File: config.mk
export PLATFORM = sky130hd
export DESIGN_NAME = if_stage_flat
export DESIGN_NICKNAME = d
export VERILOG_FILES = /design/src/rtl/if_stage_pkg.sv /design/src/rtl/if_stage_if.sv /design/src/rtl/if_stage_ifid_pipe_reg.sv /design/src/rtl/if_stage.sv /design/src/flat_wrapper.sv
export SDC_FILE = /design/constraint.sdc
export NUM_CORES = 1
export LEC_CHECK = 0
export ABC_AREA = 1
export ABC_CLOCK_PERIOD_IN_PS = 3090
export BUFFER_PORTS_ARGS = -buffer_cell sky130_fd_sc_hd__buf_4
export CAP_MARGIN = 20
export CELL_PAD_IN_SITES_DETAIL_PLACEMENT = 0
export CELL_PAD_IN_SITES_GLOBAL_PLACEMENT = 1
export CORE_MARGIN = 3
export CORE_UTILIZATION = 25
export DETAILED_ROUTE_END_ITERATION = 12
export PLACE_DENSITY_LB_ADDON = 0.2
export SYNTH_ARGS = -nofsm -noshare
export SYNTH_HDL_FRONTEND = slang
export SYNTH_SLANG_ARGS = --single-unit
File: constraint.sdc
create_clock -name Clock -period 3.09 [get_ports Clock]
set_clock_uncertainty 0.15 [all_clocks]
set_input_delay 0.309 -clock Clock [delete_from_list [all_inputs] [get_ports Clock]]
set_output_delay 0.309 -clock Clock [all_outputs]
set_load 0.05 [all_outputs]
File: src/rtl/if_stage_pkg.sv
// ---------------------------------------------------------------------------
// if_pkg -- shared types and constants for the instruction-fetch stage.
//
// Contents:
//   fetch_state_t  : fetch controller states (IDLE, FETCH, HOLD, SQUASH)
//   NOP_ENCODING   : default bubble instruction loaded into IF/ID
//   PC_INC         : sequential fetch increment (one 32-bit word)
//   WORD_MASK      : clears address bits [1:0]
//   word_align()   : applies WORD_MASK to an address
// ---------------------------------------------------------------------------
package if_pkg;

    typedef enum logic [1:0] {
        IDLE   = 2'd0,   // one cycle after reset, no request
        FETCH  = 2'd1,   // request outstanding at fetch_pc
        HOLD   = 2'd2,   // data captured, waiting for the stall to clear
        SQUASH = 2'd3    // wrong-path request outstanding, result discarded
    } fetch_state_t;

    localparam logic [31:0] NOP_ENCODING = 32'h0000_0000;
    localparam logic [31:0] PC_INC       = 32'd4;
    localparam logic [31:0] WORD_MASK    = 32'hFFFF_FFFC;

    function automatic logic [31:0] word_align(input logic [31:0] addr);
        return addr & WORD_MASK;
    endfunction

endpackage

File: src/rtl/if_stage_if.sv
// ---------------------------------------------------------------------------
// if_stage_if -- instruction-memory request/ack bus.
//
// Signals:
//   IMemReq   fetch request valid (fetch stage -> memory)
//   IMemAddr  word-aligned fetch address, stable while IMemReq=1 until ack
//   IMemAck   data valid; may assert in the same cycle as IMemReq
//   IMemData  fetched instruction, valid when IMemAck=1
//
// Modports: master (fetch stage), slave (instruction memory).
// ---------------------------------------------------------------------------
interface if_stage_if;

    logic        IMemReq;
    logic [31:0] IMemAddr;
    logic        IMemAck;
    logic [31:0] IMemData;

    modport master (
        output IMemReq,
        output IMemAddr,
        input  IMemAck,
        input  IMemData
    );

    modport slave (
        input  IMemReq,
        input  IMemAddr,
        output IMemAck,
        output IMemData
    );

endinterface

File: src/rtl/if_stage_ifid_pipe_reg.sv
// ---------------------------------------------------------------------------
// ifid_pipe_reg -- IF/ID pipeline register with flush / write-enable priority.
//
// Ports:
//   clk, rst_n   clock, asynchronous active-low reset
//   flush        load a bubble (wins over write_en=0)
//   write_en     0 = hold current contents
//   load_valid   1 = load_instr/load_pc is a real instruction, 0 = bubble
//   load_instr   instruction to load
//   load_pc      address of load_instr
//   instr, pc    register contents presented to decode
//   valid        register holds a real instruction
// ---------------------------------------------------------------------------
module ifid_pipe_reg
    import if_pkg::*;
#(
    parameter logic [31:0] NOP_INSTR = NOP_ENCODING
) (
    input  logic        clk,
    input  logic        rst_n,
    input  logic        flush,
    input  logic        write_en,
    input  logic        load_valid,
    input  logic [31:0] load_instr,
    input  logic [31:0] load_pc,
    output logic [31:0] instr,
    output logic [31:0] pc,
    output logic        valid
);

    always_ff @(posedge clk or negedge rst_n) begin
        if (!rst_n) begin
            instr <= NOP_INSTR;
            pc    <= '0;
            valid <= 1'b0;
        end else if (flush) begin
            instr <= NOP_INSTR;
            pc    <= '0;
            valid <= 1'b0;
        end else if (write_en) begin
            // Bubbles carry the NOP encoding and a zero PC so decode never
            // sees stale fetch data behind a cleared valid bit.
            instr <= load_valid ? load_instr : NOP_INSTR;
            pc    <= load_valid ? load_pc : '0;
            valid <= load_valid;
        end
    end

endmodule

File: src/rtl/if_stage.sv
// ---------------------------------------------------------------------------
// if_stage -- instruction-fetch stage driving the IF/ID register.
//
// Owns the fetch PC, issues one outstanding request at a time on the imem
// bus, and applies redirects, stalls and flushes from decode/hazard logic.
//
// Ports:
//   Clock, Reset        rising-edge clock, asynchronous active-low reset
//   Branch, BranchDest  taken-branch redirect and its target
//   Jump, JumpDest      jump redirect and its target (wins over Branch)
//   PC_WriteEnable      0 = freeze fetch PC; redirects are ignored
//   IFIDWriteEnable     0 = hold IF/ID contents
//   IFIDFlush           load a bubble into IF/ID
//   imem                instruction-memory bus (master side)
//   Instruction, PC     IF/ID contents presented to decode
//   IFIDValid           IF/ID holds a real instruction
//
// Optional build macro IF_STAGE_PERF_CNT_EN adds FetchCount (acks delivered
// to IF/ID or the holding buffer) and SquashCount (acks discarded).
// ---------------------------------------------------------------------------
module if_stage
    import if_pkg::*;
#(
    parameter logic [31:0] RESET_PC  = 32'h0000_0000,
    parameter logic [31:0] NOP_INSTR = NOP_ENCODING
) (
    input  logic          Clock,
    input  logic          Reset,
    input  logic          Branch,
    input  logic          Jump,
    input  logic [31:0]   BranchDest,
    input  logic [31:0]   JumpDest,
    input  logic          PC_WriteEnable,
    input  logic          IFIDWriteEnable,
    input  logic          IFIDFlush,
    if_stage_if.master    imem,
    output logic [31:0]   Instruction,
    output logic [31:0]   PC,
    output logic          IFIDValid
`ifdef IF_STAGE_PERF_CNT_EN
    ,
    output logic [31:0]   FetchCount,
    output logic [31:0]   SquashCount
`endif
);

    fetch_state_t state, state_nxt;

    logic [31:0] fetch_pc, fetch_pc_nxt;
    logic [31:0] redir_pc, redir_pc_nxt;   // target parked while squashing
    logic [31:0] hold_buf, hold_buf_nxt;   // instruction parked during a stall

    logic        redirect;
    logic [31:0] target;
    logic        advance;

    logic        ld_valid;
    logic [31:0] ld_instr;

    // A frozen PC means decode is stalled, so its redirect is not yet final.
    assign redirect = PC_WriteEnable & (Branch | Jump);
    assign target   = word_align(Jump ? JumpDest : BranchDest);
    assign advance  = IFIDWriteEnable & PC_WriteEnable;

    assign imem.IMemAddr = fetch_pc;

    // NOTE: sequential state uses non-blocking assignments so every register
    // samples the pre-edge values regardless of statement order.
    always_ff @(posedge Clock or negedge Reset) begin
        if (!Reset) begin
            state <= IDLE;
        end else begin
            state <= state_nxt;
        end
    end

    always_ff @(posedge Clock or negedge Reset) begin
        if (!Reset) begin
            fetch_pc <= word_align(RESET_PC);
            redir_pc <= '0;
            hold_buf <= NOP_INSTR;
        end else begin
            fetch_pc <= fetch_pc_nxt;
            redir_pc <= redir_pc_nxt;
            hold_buf <= hold_buf_nxt;
        end
    end

    // NOTE: every output of this block gets a default first, so no path can
    // leave a signal unassigned and infer a latch.
    always_comb begin
        state_nxt    = state;
        fetch_pc_nxt = fetch_pc;
        redir_pc_nxt = redir_pc;
        hold_buf_nxt = hold_buf;
        imem.IMemReq = 1'b0;
        ld_valid     = 1'b0;
        ld_instr     = NOP_INSTR;

        unique case (state)
            IDLE: begin
                state_nxt = FETCH;
                if (redirect) begin
                    fetch_pc_nxt = target;
                end
            end

            FETCH: begin
                imem.IMemReq = 1'b1;
                if (imem.IMemAck) begin
                    if (redirect) begin
                        // No delay slot: the returning word is wrong-path.
                        fetch_pc_nxt = target;
                    end else if (advance) begin
                        ld_valid     = 1'b1;
                        ld_instr     = imem.IMemData;
                        fetch_pc_nxt = fetch_pc + PC_INC;
                    end else begin
                        hold_buf_nxt = imem.IMemData;
                        state_nxt    = HOLD;
                    end
                end else if (redirect) begin
                    // The request cannot be withdrawn; wait out its ack.
                    redir_pc_nxt = target;
                    state_nxt    = SQUASH;
                end
            end

            HOLD: begin
                if (redirect) begin
                    fetch_pc_nxt = target;
                    state_nxt    = FETCH;
                end else if (advance) begin
                    ld_valid     = 1'b1;
                    ld_instr     = hold_buf;
                    fetch_pc_nxt = fetch_pc + PC_INC;
                    state_nxt    = FETCH;
                end
            end

            SQUASH: begin
                imem.IMemReq = 1'b1;
                if (redirect) begin
                    redir_pc_nxt = target;
                end
                if (imem.IMemAck) begin
                    fetch_pc_nxt = redirect ? target : redir_pc;
                    state_nxt    = FETCH;
                end
            end

            default: state_nxt = IDLE;
        endcase
    end

    ifid_pipe_reg #(
        .NOP_INSTR (NOP_INSTR)
    ) u_ifid (
        .clk        (Clock),
        .rst_n      (Reset),
        .flush      (IFIDFlush),
        .write_en   (IFIDWriteEnable),
        .load_valid (ld_valid),
        .load_instr (ld_instr),
        .load_pc    (fetch_pc),
        .instr      (Instruction),
        .pc         (PC),
        .valid      (IFIDValid)
    );

`ifdef IF_STAGE_PERF_CNT_EN
    logic fetch_evt;
    logic squash_evt;

    assign fetch_evt  = (state == FETCH) && imem.IMemAck && !redirect;
    assign squash_evt = imem.IMemAck &&
                        (((state == FETCH) && redirect) || (state == SQUASH));

    always_ff @(posedge Clock or negedge Reset) begin
        if (!Reset) begin
            FetchCount  <= '0;
            SquashCount <= '0;
        end else begin
            if (fetch_evt) begin
                FetchCount <= FetchCount + 32'd1;
            end
            if (squash_evt) begin
                SquashCount <= SquashCount + 32'd1;
            end
        end
    end
`endif

endmodule

File: src/flat_wrapper.sv
// flat-port wrapper written by rule: the top's interface ports become plain ports
module if_stage_flat import if_pkg::*;
#(
    parameter logic [31:0] RESET_PC  = 32'h0000_0000,
    parameter logic [31:0] NOP_INSTR = NOP_ENCODING
)
  (Clock, Reset, Branch, Jump, BranchDest, JumpDest, PC_WriteEnable, IFIDWriteEnable, IFIDFlush, Instruction, PC, IFIDValid, imem_IMemReq, imem_IMemAddr, imem_IMemAck, imem_IMemData);
  if_stage_if imem_i ();
  input  logic Clock;
  input  logic Reset;
  input  logic Branch;
  input  logic Jump;
  input  logic [31:0] BranchDest;
  input  logic [31:0] JumpDest;
  input  logic PC_WriteEnable;
  input  logic IFIDWriteEnable;
  input  logic IFIDFlush;
  output logic [31:0] Instruction;
  output logic [31:0] PC;
  output logic IFIDValid;
  output wire logic [$bits(imem_i.IMemReq)-1:0] imem_IMemReq;
  output wire logic [$bits(imem_i.IMemAddr)-1:0] imem_IMemAddr;
  input wire logic [$bits(imem_i.IMemAck)-1:0] imem_IMemAck;
  input wire logic [$bits(imem_i.IMemData)-1:0] imem_IMemData;
  assign imem_IMemReq = imem_i.IMemReq;
  assign imem_IMemAddr = imem_i.IMemAddr;
  assign imem_i.IMemAck = imem_IMemAck;
  assign imem_i.IMemData = imem_IMemData;
  if_stage #(.RESET_PC(RESET_PC), .NOP_INSTR(NOP_INSTR)) u_core (.Clock(Clock), .Reset(Reset), .Branch(Branch), .Jump(Jump), .BranchDest(BranchDest), .JumpDest(JumpDest), .PC_WriteEnable(PC_WriteEnable), .IFIDWriteEnable(IFIDWriteEnable), .IFIDFlush(IFIDFlush), .imem(imem_i), .Instruction(Instruction), .PC(PC), .IFIDValid(IFIDValid));
endmodule
==> run metrics, run 1 <==
Reg clk slew, reported paths=70 ps; DRC violations left=0; total track usage=16.5%; Worst Tran Pin Value=725 ps; critical path arrival=3000 ps; GP Congestion=0.846; endpoints failing setup=0; Critical Path Fanout Max=37; top post-synthesis cells by area=dfrtp_1 46%, nand2_1 16%, inv_1 8.7%, o21ai_0 5.4%, o22ai_1 4.8%; pin count of the biggest net entering global routing=66; Root Buffer=clkbuf_16; Num CTS Buffers=17; CP Data Required Time=3320 ps; first-pass GRT wire length=49400 µm; crit start category=register; Max Cap Viol=0; post-synth top area share=45.6%; filler cell count=3784; fin crit share=89.6%; DRT antenna net count=0; IO Pins=202; final hold violation count=0; Port Buffers=197; ANT cells=0; Post-synth EDFFs=0; relative slew slack=51.6%; post-route setup TNS=0 ps; CTS tree=done; Via density=4.53; effective utilization at floorplan=25.6%; CTS Buffer Depth=2; cells after synthesis=1208; via count=8497; status=complete, no violations; Die ar.=38100 µm²; Worst Hold Class=in -> reg; Synth cell types=38; layout cells sized above 1=20.5%; Layout Cells excl Fill=1875; fin crit period=2770 ps; post-synthesis area per instance=7.40 µm²; Power Density=869 nW/µm²; critical path type=reg -> reg; nature of the critical path endpoint=register; most frequent cell after synthesis=nand2_1; later-pin clock latency in the skew report=430 ps; fin nets=1516; Synth Flop Type=dfrtp_1; htree depth=4; Commonest cells post-synth=388 x nand2_1, 208 x inv_1, 163 x dfrtp_1; number of global-route vias before repair=8273; gr ovfl total=0; First-pass DRT Iterations=5; Leak=5.73 nW; Die H=195 µm; asr flop ratio synth=100%; Placement Setup Slack=419 ps; placed cell count=1827; Syn Nets=1317; initial DRC count=504; placed wire-length estimate=23200 µm; DRT Wirelength=31800 µm; initial antenna violation count=0; sequential element share of the synthesized area=45.6%; area leader, netlist=dfrtp_1; P&R area growth vs syn=31.2%; Yosys reg bits=163; Post CTS Setup Buffer Count=0; Clock Sinks=163; Mapped Area=8940 µm²; yosys warns=0; post-DR wirelength/cell=16.9 µm; core area=34900 µm²; fin. max-slew vios=0; slack of the critical path=320 ps; die width=195 µm; Peak VDD IR=0.436 mV; FMAX=361 MHz; RSZ-0062 raised after global routing=no; Placement Rows=68
-- logic make-up after synthesis --
group / share of synthesized area [%]
AO/OA/AOI/OAI: 19.7
XOR/XNOR: 0.196
adder cells (fa/ha/maj): 0.700
buffers and inverters: 11.8
flip-flops: 45.6
multiplexers: 0.672
AND/OR/NAND/NOR: 21.4
-- registers in the layout (all words and copies together), names as in the netlist --
register,flops
u_core.imem.IMemAddr,32
u_core.state,2
u_core.redir_pc,32
u_core.u_ifid.instr,32
u_core.u_ifid.valid,1
u_core.u_ifid.pc,32
u_core.hold_buf,32
-- per-stage QoR --
step | hold WS [ps] | utilization, % | power, mW | cell area [µm²]
after floorplan | -137 | - | 6.36 | 8940
after global placement | 221 | 31.5 | 8.01 | 11000
after detailed placement | 229 | 31.5 | 8.05 | 11000
after CTS | 1.39 | 33.6 | 10.3 | 11700
after global routing | 22.2 | 33.6 | 11.0 | 11700
final | 22.1 | 33.6 | 10.2 | 11700
-- area by class of cell --
type	count	area, µm²	share of cell area (%)
Sequential cell	163	4080	34.8
Multi-Input combinational cell	776	3820	32.6
Timing Repair Buffer	240	1900	16.2
Inverter	209	785	6.69
Tap cell	455	569	4.85
Clock buffer	24	472	4.02
Clock inverter	8	103	0.875
-- cell usage in the layout, fill, tap and decap left out, types with 3 or more instances in the layout --
master / netlist / layout
o211ai_1: 3 / 3
dfrtp_1: 163 / 163
dlygate4sd3_1: 0 / 16
nor2_1: 61 / 60
a31oi_1: 12 / 12
a21boi_0: 4 / 4
a22oi_1: 7 / 7
buf_4: 1 / 217
a21oi_1: 41 / 41
inv_1: 208 / 208
nand3_1: 34 / 33
clkbuf_1: 35 / 5
buf_6: 3 / 3
o22ai_1: 69 / 69
buf_12: 0 / 4
mux2i_1: 6 / 6
o21ai_0: 97 / 97
o22ai_2: 29 / 29
nand2_1: 388 / 388
clkbuf_16: 0 / 17
ha_1: 5 / 4
-- layer usage --
layer  GRT usage, %  wire length (µm)
met5              0                 0
met4           3.96               420
met3           3.04              1520
met2           26.1             14300
met1           23.5             15600
-- critical path, cell delays in order, from the launching register on --
cell and delay (ps):
dfrtp_1 400, ha_1 210, buf_6 290, inv_1 200
nand2_1 130, nand2_1 130, nor2_2 140, buf_6 270
nor2_1 80, a31oi_1 140, dlygate4sd3_1 560
-- power breakdown --
part	internal (mW)	total (mW)	leakage, nW	switching (mW)
Clock	1.24	2.16	0.274	0.924
Sequential	2.75	3.27	2.12	0.524
Combinational	1.49	4.76	3.34	3.27
-- path summary, 6_finish.rpt --
kind                       cells after the start           startpoint  slack (ps)             endpoint
setup / recovery                              10      u_core.state[0]         320  u_core.redir_pc[17]
hold / removal                                 3    imem_IMemData[10]          20  u_core.hold_buf[10]
setup reg to reg                              10      u_core.state[0]         320  u_core.redir_pc[17]
hold reg to reg                                2  u_core.redir_pc[11]         330  u_core.redir_pc[11]
max in group asynchronous                      3                Reset        1700   u_core.hold_buf[5]
min in group asynchronous                      2                Reset         290   u_core.redir_pc[8]
-- what timing repair did --
| item | in CTS | in global routing |
|---|---|---|
| endpoints found under the hold margin | 74 | 0 |
| resized for setup | 0 | 2 |
| endpoints found under the setup margin | 0 | 3 |
| hold buffers | 16 | 0 |
Power figures use the tool's default switching activity.
==> run 2, diff against run 1 <==
--- a/config.mk
+++ b/config.mk
@@ -5,16 +5,17 @@
 export SDC_FILE = /design/constraint.sdc
 export NUM_CORES = 1
 export LEC_CHECK = 0
-export ABC_AREA = 1
+export ABC_AREA = 0
 export ABC_CLOCK_PERIOD_IN_PS = 3090
 export BUFFER_PORTS_ARGS = -buffer_cell sky130_fd_sc_hd__buf_4
-export CAP_MARGIN = 20
+export CAP_MARGIN = 0
 export CELL_PAD_IN_SITES_DETAIL_PLACEMENT = 0
 export CELL_PAD_IN_SITES_GLOBAL_PLACEMENT = 1
 export CORE_MARGIN = 3
 export CORE_UTILIZATION = 25
 export DETAILED_ROUTE_END_ITERATION = 12
 export PLACE_DENSITY_LB_ADDON = 0.2
+export RECOVER_POWER = 25
 export SYNTH_ARGS = -nofsm -noshare
 export SYNTH_HDL_FRONTEND = slang
 export SYNTH_SLANG_ARGS = --single-unit
==> run metrics, run 2 <==
gr ovfl total=0 (unchanged); GP Congestion=0.827 (was 0.846); critical path arrival=2720 ps (was 3000 ps); CTS-repair resized insts=0 (unchanged); placed wire-length estimate=20500 µm (was 23200 µm); die width=185 µm (was 195 µm); internal power=5.67 mW (was 5.47 mW); critical path type=reg -> reg (unchanged); Post-synth EDFFs=0 (unchanged); sequential element share of the synthesized area=50.7% (was 45.6%); Logic pwr share=44.9% (was 46.7%); layout cells sized above 1=29.7% (was 20.5%); initial DRC count=487 (was 504); fin. max-slew vios=0 (unchanged); worst path cell trace=nand4_1, buf_4, or3_1, nor4_1, o21ai_0, a211o_1 (was ha_1, buf_6, inv_1, nand2_1, nand2_1, nor2_2, buf_6, nor2_1, a31oi_1, dlygate4sd3_1); most common cell after layout, fill and taps aside=buf_4 (was nand2_1); Via density=4.91 (was 4.53); Seq pwr share=34.2% (was 32.1%); First-pass DRT Iterations=5 (unchanged); ANT cells=0 (unchanged); post-route setup TNS=0 ps (unchanged); status=complete, no violations (unchanged); most frequent cells in the layout=220 x buf_4, 163 x dfrtp_1, 79 x nand2_1, 68 x o21ai_0, 57 x nor2_1 (was 388 x nand2_1, 217 x buf_4, 208 x inv_1, 163 x dfrtp_1, 97 x o21ai_0); Worst Tran Pin Value=1430 ps (was 725 ps); post-synth top area share=50.7% (was 45.6%); slack of the critical path=546 ps (was 320 ps); fin nets=1130 (was 1516); # hold bufs at CTS=33 (was 16); RSZ-0062 raised after global routing=no (unchanged); CTS Buffer Depth=2 (unchanged); post-synthesis area per instance=10.1 µm² (was 7.40 µm²); endpoints failing setup=0 (unchanged); first-pass GRT wire length=43600 µm (was 49400 µm); Synth Flop Type=dfrtp_1 (unchanged); Power Density=908 nW/µm² (was 869 nW/µm²); fin crit share=82.3% (was 89.6%); top post-synthesis cells by area=dfrtp_1 51%, mux2_2 5.6%, o21ai_0 4.2%, mux2i_1 3.7%, a22o_1 3.7% (was dfrtp_1 46%, nand2_1 16%, inv_1 8.7%, o21ai_0 5.4%, o22ai_1 4.8%); Net Sw Frac=43.2% (was 46.3%); number of global-route vias before repair=6914 (was 8273); htree depth=4 (unchanged); Syn Nets=906 (was 1317); asr flop ratio synth=100% (unchanged); Tot Pwr=9.98 mW (was 10.2 mW); nature of the critical path endpoint=register (unchanged); Max Cap Viol=0 (unchanged); effective utilization at floorplan=25.4% (was 25.6%); DRT Wirelength=28600 µm (was 31800 µm); Placement Setup Slack=565 ps (was 419 ps); Crit-path slowest cell=dfrtp_1 (was dlygate4sd3_1); Synth cell types=66 (was 38); Peak VDD IR=0.424 mV (was 0.436 mV); Critical Path Fanout Max=9 (was 37); yosys warns=0 (unchanged); Yosys reg bits=163 (unchanged); crit start category=register (unchanged); Post CTS Setup Buffer Count=0 (unchanged); later-pin clock latency in the skew report=440 ps (was 430 ps); Root Buffer=clkbuf_16 (unchanged); Reg clk slew, reported paths=70 ps (about the same); cells after synthesis=797 (was 1208); FMAX=393 MHz (was 361 MHz); reg2reg start=u_core.imem.IMemAddr[8] (was u_core.state[0]); IO Pins=202 (unchanged); initial antenna violation count=0 (unchanged); Hold Path Origin=BranchDest[9] (was imem_IMemData[10]); via count=7046 (was 8497); DRT antenna net count=0 (unchanged); Placement Rows=65 (was 68); Die H=185 µm (was 195 µm); Port Buffers=197 (unchanged); Worst Hold Class=in -> reg (unchanged); Commonest cells post-synth=163 x dfrtp_1, 79 x nand2_1, 68 x o21ai_0 (was 388 x nand2_1, 208 x inv_1, 163 x dfrtp_1); Mapped Area=8050 µm² (was 8940 µm²); CP Launch Point=u_core.imem.IMemAddr[8] (was u_core.state[0]); CTS tree=done (unchanged); final hold violation count=0 (unchanged); Die ar.=34400 µm² (was 38100 µm²); total track usage=16.7% (was 16.5%); Num CTS Buffers=17 (unchanged); fin crit period=2540 ps (was 2770 ps); most frequent cell after synthesis=dfrtp_1 (was nand2_1); pin count of the biggest net entering global routing=75 (was 66); relative slew slack=4.99% (was 51.6%); post-DR wirelength/cell=19.9 µm (was 16.9 µm); DRC violations left=0 (unchanged); net switching power figure=4.31 mW (was 4.72 mW); Clock Sinks=163 (unchanged); Leak=4.88 nW (was 5.73 nW); area leader, netlist=dfrtp_1 (unchanged); core area=31600 µm² (was 34900 µm²); P&R area growth vs syn=36.5% (was 31.2%); CP max stage delay=510 ps (was 560 ps); Clk network pwr share=20.9% (was 21.2%); CP Data Required Time=3270 ps (was 3320 ps)
-- run 2: cell types whose count changed after synthesis, moves of 12 or more --
cell,previous run,this run
o21ai_0,97,68
nand4_1,1,13
mux2i_1,6,30
mux2_2,0,40
clkbuf_1,35,47
inv_1,208,10
o22ai_1,69,2
a21oi_1,41,55
a22oi_1,7,38
o22ai_2,29,0
nand2_1,388,79
a22o_1,0,34
nand3_1,34,11
-- run 2: worst paths after layout --
kind                       cells past startpoint  slack [ps]                  endpoint
setup / recovery                               6         550  u_core.imem.IMemAddr[30]
hold / removal                                 3          70        u_core.redir_pc[9]
setup reg to reg                               6         550  u_core.imem.IMemAddr[30]
hold reg to reg                                2         330   u_core.u_ifid.instr[24]
max in group asynchronous                      3         940    u_core.u_ifid.instr[2]
min in group asynchronous                      2         570   u_core.u_ifid.instr[21]
-- run 2: through the flow --
step | instance area (µm²) | instances | utilization [%] | hold WS (ps)
floorplan | 8050 | 797 | - | -137
global placement | 10100 | 1371 | 32.0 | 155
detailed placement | 10100 | 1371 | 32.0 | 155
CTS | 11000 | 1435 | 34.9 | 52.0
global route | 11000 | 1435 | 34.7 | 78.5
finish | 11000 | 1435 | 34.7 | 66.6
-- run 2: cell families (layout without fill, tap and decap cells) --
logic type / count (synthesis) / in the layout / synth area share (%)
xor gates and xnor gates: 4 / 4 / 0.436
DFF: 163 / 163 / 50.7
and+or+nand+nor: 214 / 214 / 12.8
buffers and inverters: 72 / 308 / 3.51
muxes: 70 / 70 / 9.33
AOI/OAI and AO/OA: 269 / 269 / 22.4
adders and majority gates: 5 / 5 / 0.778
-- run 2: worst max-delay path: cells and delay by family, from the launching register on --
family | cells | cell delay (ps)
AOI/OAI and AO/OA | 2 | 420
buffers and inverters | 1 | 290
DFF | 1 | 510
and+or+nand+nor | 3 | 1070
-- run 2: layout make-up --
cell class	count	area [µm²]
multi-input cells	562	3700
flip-flops and latches	163	4080
well taps	402	503
inverters	10	37.5
fillers	3251	20700
repair buffers	267	2100
clock buffers	21	450
clock inverters	10	110
-- run 2: per-layer routing --
metal | share of wire [%] | wire (µm) | track usage, %
met1 | 50 | 14200 | 25.3
met2 | 44 | 12600 | 24.2
met3 | 4.7 | 1330 | 3.36
met4 | 1.5 | 426 | 4.32
met5 | 0 | 0 | 0
-- run 2: power by group through the flow --
stage	Sequential, mW	Combinational [mW]	Clock, mW
4_1_cts	3.41	4.49	2.16
2_1_floorplan	3.84	2.35	0
6_report	3.42	4.48	2.08
3_3_place_gp	3.43	4.43	0
3_5_place_dp	3.45	4.44	0
5_1_grt	3.52	4.87	2.24
